===== config.mk =====
export PLATFORM = sky130hd
export DESIGN_NAME = ex_div
export DESIGN_NICKNAME = d
export VERILOG_FILES = /design/src/rtl/ex_div.sv
export SDC_FILE = /design/constraint.sdc
export NUM_CORES = 1
export LEC_CHECK = 0
export CAP_MARGIN = 20
export CORE_UTILIZATION = 31
export CTS_BUF_LIST = sky130_fd_sc_hd__clkbuf_2 sky130_fd_sc_hd__clkbuf_4 sky130_fd_sc_hd__clkbuf_8
export CTS_CLUSTER_DIAMETER = 60
export DETAILED_ROUTE_END_ITERATION = 12
export GPL_TIMING_DRIVEN = 0
export PLACE_DENSITY = 0.56
export SETUP_SLACK_MARGIN = 0.5
export SLEW_MARGIN = 20
export SYNTH_ARGS = -nofsm -noshare
export SYNTH_HDL_FRONTEND = slang
export SYNTH_SLANG_ARGS = --single-unit

===== constraint.sdc =====
create_clock -name clk -period 7.2 [get_ports clk]
set_input_delay 1.8 -clock clk [delete_from_list [all_inputs] [get_ports clk]]
set_output_delay 1.8 -clock clk [all_outputs]
set_load 0.02 [all_outputs]

===== src/rtl/ex_div.sv =====
// Radix-2 restoring divider for DIV/DIVU: one quotient bit per cycle, {rem, quo} on result_o.
// Latency DATA_W+1 edges (2 for divide-by-zero); EX holds start_i until ready_o, dropping it aborts.
module ex_div #(
  parameter int DATA_W = 32
) (
  input  logic                  clk,
  input  logic                  rst,
  input  logic                  signed_div_i,
  input  logic [DATA_W-1:0]     opdata1_i,
  input  logic [DATA_W-1:0]     opdata2_i,
  input  logic                  start_i,
  input  logic                  annul_i,
  output logic [2*DATA_W-1:0]   result_o,
  output logic                  ready_o
);

  localparam int CW = $clog2(DATA_W);

  typedef enum logic [1:0] {S_IDLE, S_BYZERO, S_BUSY, S_DONE} state_t;

  state_t            state;
  logic [CW-1:0]     cnt;
  logic [DATA_W-1:0] dvd;
  logic [DATA_W-1:0] dvs;
  logic [DATA_W-1:0] rem;
  logic              sign_q;
  logic              sign_r;

  logic [DATA_W-1:0] abs1;
  logic [DATA_W-1:0] abs2;
  logic [DATA_W:0]   partial;
  logic [DATA_W:0]   diff;
  logic              qbit;
  logic [DATA_W-1:0] rem_nxt;
  logic [DATA_W-1:0] quo_nxt;
  logic [DATA_W-1:0] rem_fix;
  logic [DATA_W-1:0] quo_fix;

  always_comb begin
    abs1    = (signed_div_i && opdata1_i[DATA_W-1]) ? -opdata1_i : opdata1_i;
    abs2    = (signed_div_i && opdata2_i[DATA_W-1]) ? -opdata2_i : opdata2_i;
    // dvd shifts dividend bits out the top while quotient bits enter at the bottom
    partial = {rem, dvd[DATA_W-1]};
    diff    = partial - {1'b0, dvs};
    qbit    = ~diff[DATA_W];
    rem_nxt = qbit ? diff[DATA_W-1:0] : partial[DATA_W-1:0];
    quo_nxt = {dvd[DATA_W-2:0], qbit};
    rem_fix = sign_r ? -rem_nxt : rem_nxt;
    quo_fix = sign_q ? -quo_nxt : quo_nxt;
  end

  always_ff @(posedge clk or posedge rst) begin
    if (rst) begin
      state    <= S_IDLE;
      cnt      <= '0;
      dvd      <= '0;
      dvs      <= '0;
      rem      <= '0;
      sign_q   <= 1'b0;
      sign_r   <= 1'b0;
      result_o <= '0;
      ready_o  <= 1'b0;
    end else begin
      case (state)
        S_IDLE: begin
          ready_o  <= 1'b0;
          result_o <= '0;
          if (start_i && !annul_i) begin
            dvd    <= abs1;
            dvs    <= abs2;
            rem    <= '0;
            cnt    <= '0;
            sign_q <= signed_div_i & (opdata1_i[DATA_W-1] ^ opdata2_i[DATA_W-1]);
            sign_r <= signed_div_i & opdata1_i[DATA_W-1];
            state  <= (opdata2_i == '0) ? S_BYZERO : S_BUSY;
          end
        end
        S_BYZERO: begin
          result_o <= '0;
          ready_o  <= 1'b1;
          state    <= S_DONE;
        end
        S_BUSY: begin
          if (annul_i || !start_i) begin
            state <= S_IDLE;
          end else begin
            rem <= rem_nxt;
            dvd <= quo_nxt;
            cnt <= cnt + 1'b1;
            if (cnt == CW'(DATA_W-1)) begin
              result_o <= {rem_fix, quo_fix};
              ready_o  <= 1'b1;
              state    <= S_DONE;
            end
          end
        end
        S_DONE: begin
          if (!start_i || annul_i) begin
            ready_o  <= 1'b0;
            result_o <= '0;
            state    <= S_IDLE;
          end
        end
        default: state <= S_IDLE;
      endcase
    end
  end

endmodule


After elaboration in Yosys (flattened, before gate mapping)
Cells that the tools add are included.

$add $sub $neg: 6. Equal/unequal tests: 9. Multiplexer cells: 28. Bitwise operators: 4. Reduce and logical (&&, ||, !) cells: 14.

Operators with widths (count): two-way mux 32 bit (9); two-way mux 64 bit (3); case mux 64 bit (3 select lines) (1); negator 32 bit (4); case mux 32 bit (2 select lines) (2); subtractor 33 x 32 -> 33 bit (1); zero test 32 bit (1); two-way mux 2 bit (5); two-way mux 5 bit (2); case mux 5 bit (2 select lines) (1); AND reduction 3 bit (3); != test 2 bit (second input constant) (4); case mux 2 bit (4 select lines) (1); adder 5 x 1 -> 5 bit (second input constant) (1); equality test 5 bit (second input constant) (1); equality test 2 bit (second input constant) (2); case mux 1 bit (4 select lines) (1); logical AND 1 bit (3); two-way mux 1 bit (3); != test 3 bit (second input constant) (1); bitwise AND 1 bit (2); equality test 2 x 1 -> 1 bit (second input constant) (1); zero test 1 bit (2); zero test 2 bit (1); 6 further kinds (6).

Register bits after elaboration: 170. Input bits: 69. Output and inout port bits: 65. Word-level logic and storage cells: 70.

Longest topological paths before layout
Word-level depth: 7. Depth in mapped cells: 23. Depth with buffers taken out: 20.

Least setup slack after synthesis
OpenSTA, ideal clock, no wires.

Path kind: flip-flop to flip-flop. Start point: reg dvd[31]. End point: reg result_o[28]. Setup time: 133 ps. Arrival: 5044 ps. Data required time: 7067 ps. Path slack: 2023 ps. Cell stages (with the launch flop): 23. Buffers on the path: 2. Clock period less this slack: 5177 ps. Path through: dfrtp_1 inv_1 ha_1 fa_1 nand2b_1 a211o_1 a2111oi_4 o2111ai_2 a21oi_4 nand2_4 inv_2 buf_2 buf_1 ha_1 inv_1 or3_1 or2_2 nand2b_1 or3_1 nand2b_1 o31ai_1 xor2_1 o21ai_0.

Cells in the longest elaborated chain, start to end: 7.

Ends and longest elaborated chain: from (decl) (line 23) `logic [DATA_W-1:0] dvd;`; from (signal assigned) (line 69) `dvd <= abs1;`; from (signal assigned) (line 88) `dvd <= quo_nxt;`; subtractor 33 x 32 -> 33 bit (line 44) `diff = partial - {1'b0, dvs};`; NOT 1 bit (line 45) `qbit = ~diff[DATA_W];`; negator 32 bit (line 49) `quo_fix = sign_q ? -quo_nxt : quo_nxt;`; two-way mux 32 bit (line 49); two-way mux 64 bit (line 90) `if (cnt == CW'(DATA_W-1)) begin`; two-way mux 64 bit (line 84) `if (annul_i || !start_i) begin`; case mux 64 bit (3 select lines) (line 64) `case (state)`; to (signal assigned) (line 91) `result_o <= {rem_fix, quo_fix};`; to (decl) (line 13) `output logic [2*DATA_W-1:0] result_o,`.

Every way passes these cells. The select of a mux whose other input is x is not followed. A chain may end at the register's enable or synchronous reset.

Worst setup path after layout
Same ends and word-level chain as after synthesis.

==> results.toml <==
[run_status]
status = "completed"

[clock_network]
cts.sinks = 170
cts_tree = "yes"
cts.path.max_buffers = 2
ctsHtreeMaxLevel = 4
root_buffer = "clkbuf_8"
clkTransAtPathRegs_ps = 100
ctsHoldBuffers = 0
cts_buffers = 17
clkLatencyLatePin_ps = 490

[synthesis]
synthArstFlopShare = 1.00
synth_top_cell_by_area = "dfrtp_1"
synth_mux_area_frac = 0.0199
synth_fa_ha_area_frac = 0.0462
syn_area_um2 = 12100
synth_compound_area_frac = 0.239
yosysSeqAreaShare = 0.352
syn_avg_cell_area_um2 = 8.03
yosysTopAreaCellShare = 0.352
ys_types = 78
synthTopCellsByArea = "dfrtp_1 35%, o21ai_0 8.2%, nand2_1 7.6%, xor2_1 5.7%, a21oi_1 4.6%"
ys_ff_latch = 170
synthesis.nets = 1618
ys.flop_type = "dfrtp_1"
synth_xor_area_frac = 0.0971
yosys_warnings = 0
synthSimpleGateAreaFrac = 0.198
synth_top_family_by_area = "compound AO/OA/AOI/OAI gates"
synth_edf_count = 0
synth_cells = 1505
synth_common_cells = "245 x nand2_1, 198 x o21ai_0, 170 x dfrtp_1"
synth_most_common_cell = "nand2_1"

[timing]
worst_slew_pin_slew_ps = 1060
hold_ws_ps = 490
min_period_ps = 6410
max_freq_mhz = 156
max_slew_margin = 0.290
slew_violations = 0
rsz0062_at_grt = "false"
hold_viol_final = 0
finClkSkew_ps = 25.1
setup_viol = 0
timing.final.crit_share = 0.891

[worst_setup_path]
critPathArrivalTime_ps = 6760
worstPathRequired_ps = 7550
start_kind = "register"
cp-end-kind = "register"
path_max_fanout = 10
criticalPathCategory = "register to register"

[layout]
drive_gt1_frac = 0.0473
diodes = 0
multi_input_area_um2 = 7250
area_delta_synth_final_pct = 20.1
fillCellCount = 4044
fin_nets = 1771
seq_area_um2 = 4250

[floorplanning]
core_um2 = 38000
start_util = 0.318
dieWidth_um = 199
die_area_um2 = 39800
fp-row-count = 71
die_h_um = 199
io-pin-count = 134

[power]
ir_drop_mv = 0.237
power.total_mw = 8.03
combPwrFrac = 0.695
power.switching_mw = 4.43
internal_power_mw = 3.60
seq_power_share = 0.213
p_per_area_nw_per_um2 = 553
swShare = 0.552
clkPwrFrac = 0.092
leakage_nw = 6.00

[grt]
grt_start_max_net_pins = 90
grt_pass1_wl_mm = 63.8
grt_pass1_vias = 11114
grt_usage = 0.207
grt-ovfl-total = 0
antenna_found_initial = 0

[detailed_routing]
dr.pass1.iters = 5
vias_per_cell = 5.34
dr_total_vias = 11660
avgRoutedWirePerCell_um = 18.5
routed_wl_mm = 40.4
postRouteAntennaNets = 0
drc = 0
drt_iter0_markers = 911

[placed_design]
port_buffers = 133
hpwl_mm = 31.7
gp_congestion = 0.885

[run]
cap_viol_max_count = 0

[min_path]
min_path_type = "register to register"
## state kept, by name, indices dropped and copies added, names as in the netlist
register	flops
ready_o	1
dvs	32
result_o	64
state	2
sign_r	1
dvd	32
rem	32
sign_q	1
cnt	5
## per-stage QoR
step	std cells	TNS (ps)	area (µm²)	util	setup slack, ps
finish	2182	0	14500	0.382	787
global route	2182	0	14500	0.382	514
CTS	2182	0	14500	0.382	541
detailed placement	2150	0	14100	0.371	576
global placement	2149	-288930	14100	0.370	-1730
floorplan	1505	0	12100	-	797
## kinds of logic (layout without fill, tap and decap cells)
group,Yosys count,in the layout
mux,24,24
flops,170,170
simple gates,520,520
fa+ha+maj,44,44
xor+xnor,134,134
compound gates,470,470
buf+inv,143,309
## layer usage
metal	vias up	share of wire	global-route usage
met3	34	0.046	0.0257
li1	5630	-	-
met5	-	0	0
met1	5710	0.49	0.306
met4	0	0.016	0.0489
met2	286	0.44	0.318
## final timing paths
path	start	endpoint	slack, ps	cells past startpoint
setup / recovery	dvd[31]	result_o[28]	790	22
hold / removal	result_o[28]	result_o[28]	490	2
setup reg to reg	dvd[31]	result_o[28]	790	22
hold reg to reg	result_o[28]	result_o[28]	490	2
max in group asynchronous	rst	dvs[23]	4520	3
min in group asynchronous	rst	result_o[14]	1810	2
## layout make-up
cell class / instances / share of cell area
timing repair buffer: 134 / 0.0937
sequential: 170 / 0.293
clock inverter: 14 / 0.0117
inverter: 65 / 0.0173
clock buffer: 18 / 0.0171
multi-input combinational: 1192 / 0.500
tap: 511 / 0.0441
buffer: 78 / 0.0232
## power by group through the flow
stage,Combinational (mW),Clock [mW],Sequential [mW]
global route,6.15,0.790,1.76
finish,5.58,0.742,1.71
detailed placement,5.47,0,1.72
CTS,5.50,0.758,1.70
floorplan,3.81,0,1.68
global placement,5.42,0,1.71
## layout by cell type, fill, tap and decap left out, types with 8 or more instances in the layout
cell	Yosys	layout
ha_1	43	43
nand4_1	16	16
o41ai_1	11	11
nor2_1	104	104
inv_1	64	63
nand2b_1	8	8
xnor2_1	56	56
nor4_1	13	13
nor3_1	29	29
or3_1	29	29
a22o_1	10	10
o21ai_1	18	18
xor2_1	78	78
and3_1	8	8
dfrtp_1	170	170
buf_2	10	10
mux2i_1	24	24
a21o_1	10	10
o211ai_1	10	10
nand2_1	245	245
and2_1	9	9
nand3_1	22	22
o21a_1	10	10
o31ai_1	29	29
o21ai_0	198	198
a21oi_1	111	111
clkdlybuf4s50_1	0	133
clkbuf_1	60	60
or4_1	9	9
clkbuf_8	0	18
## critical path: stages (launching register included)
cell and delay (ps):
dfrtp_1 400, inv_1 140, ha_1 250, fa_1 400, nand2b_1 180, a211o_1 390, a2111oi_4 560, o2111ai_2 240
a21oi_4 390, nand2_4 100, inv_2 110, buf_2 280, clkbuf_2 420, ha_1 280, inv_1 80, or3_1 420
or2_2 360, nand2b_1 160, or3_1 340, nand2b_1 200, o31ai_1 280, xor2_1 210, o21ai_0 90
## what timing repair did
item / in CTS / in global routing
setup buffers: 0 / 0
hold endpoints to repair: 0 / 0
setup endpoints to repair: 0 / 5
gates resized for setup: 0 / 2
Note: power is estimated with default switching activity, not from simulation.
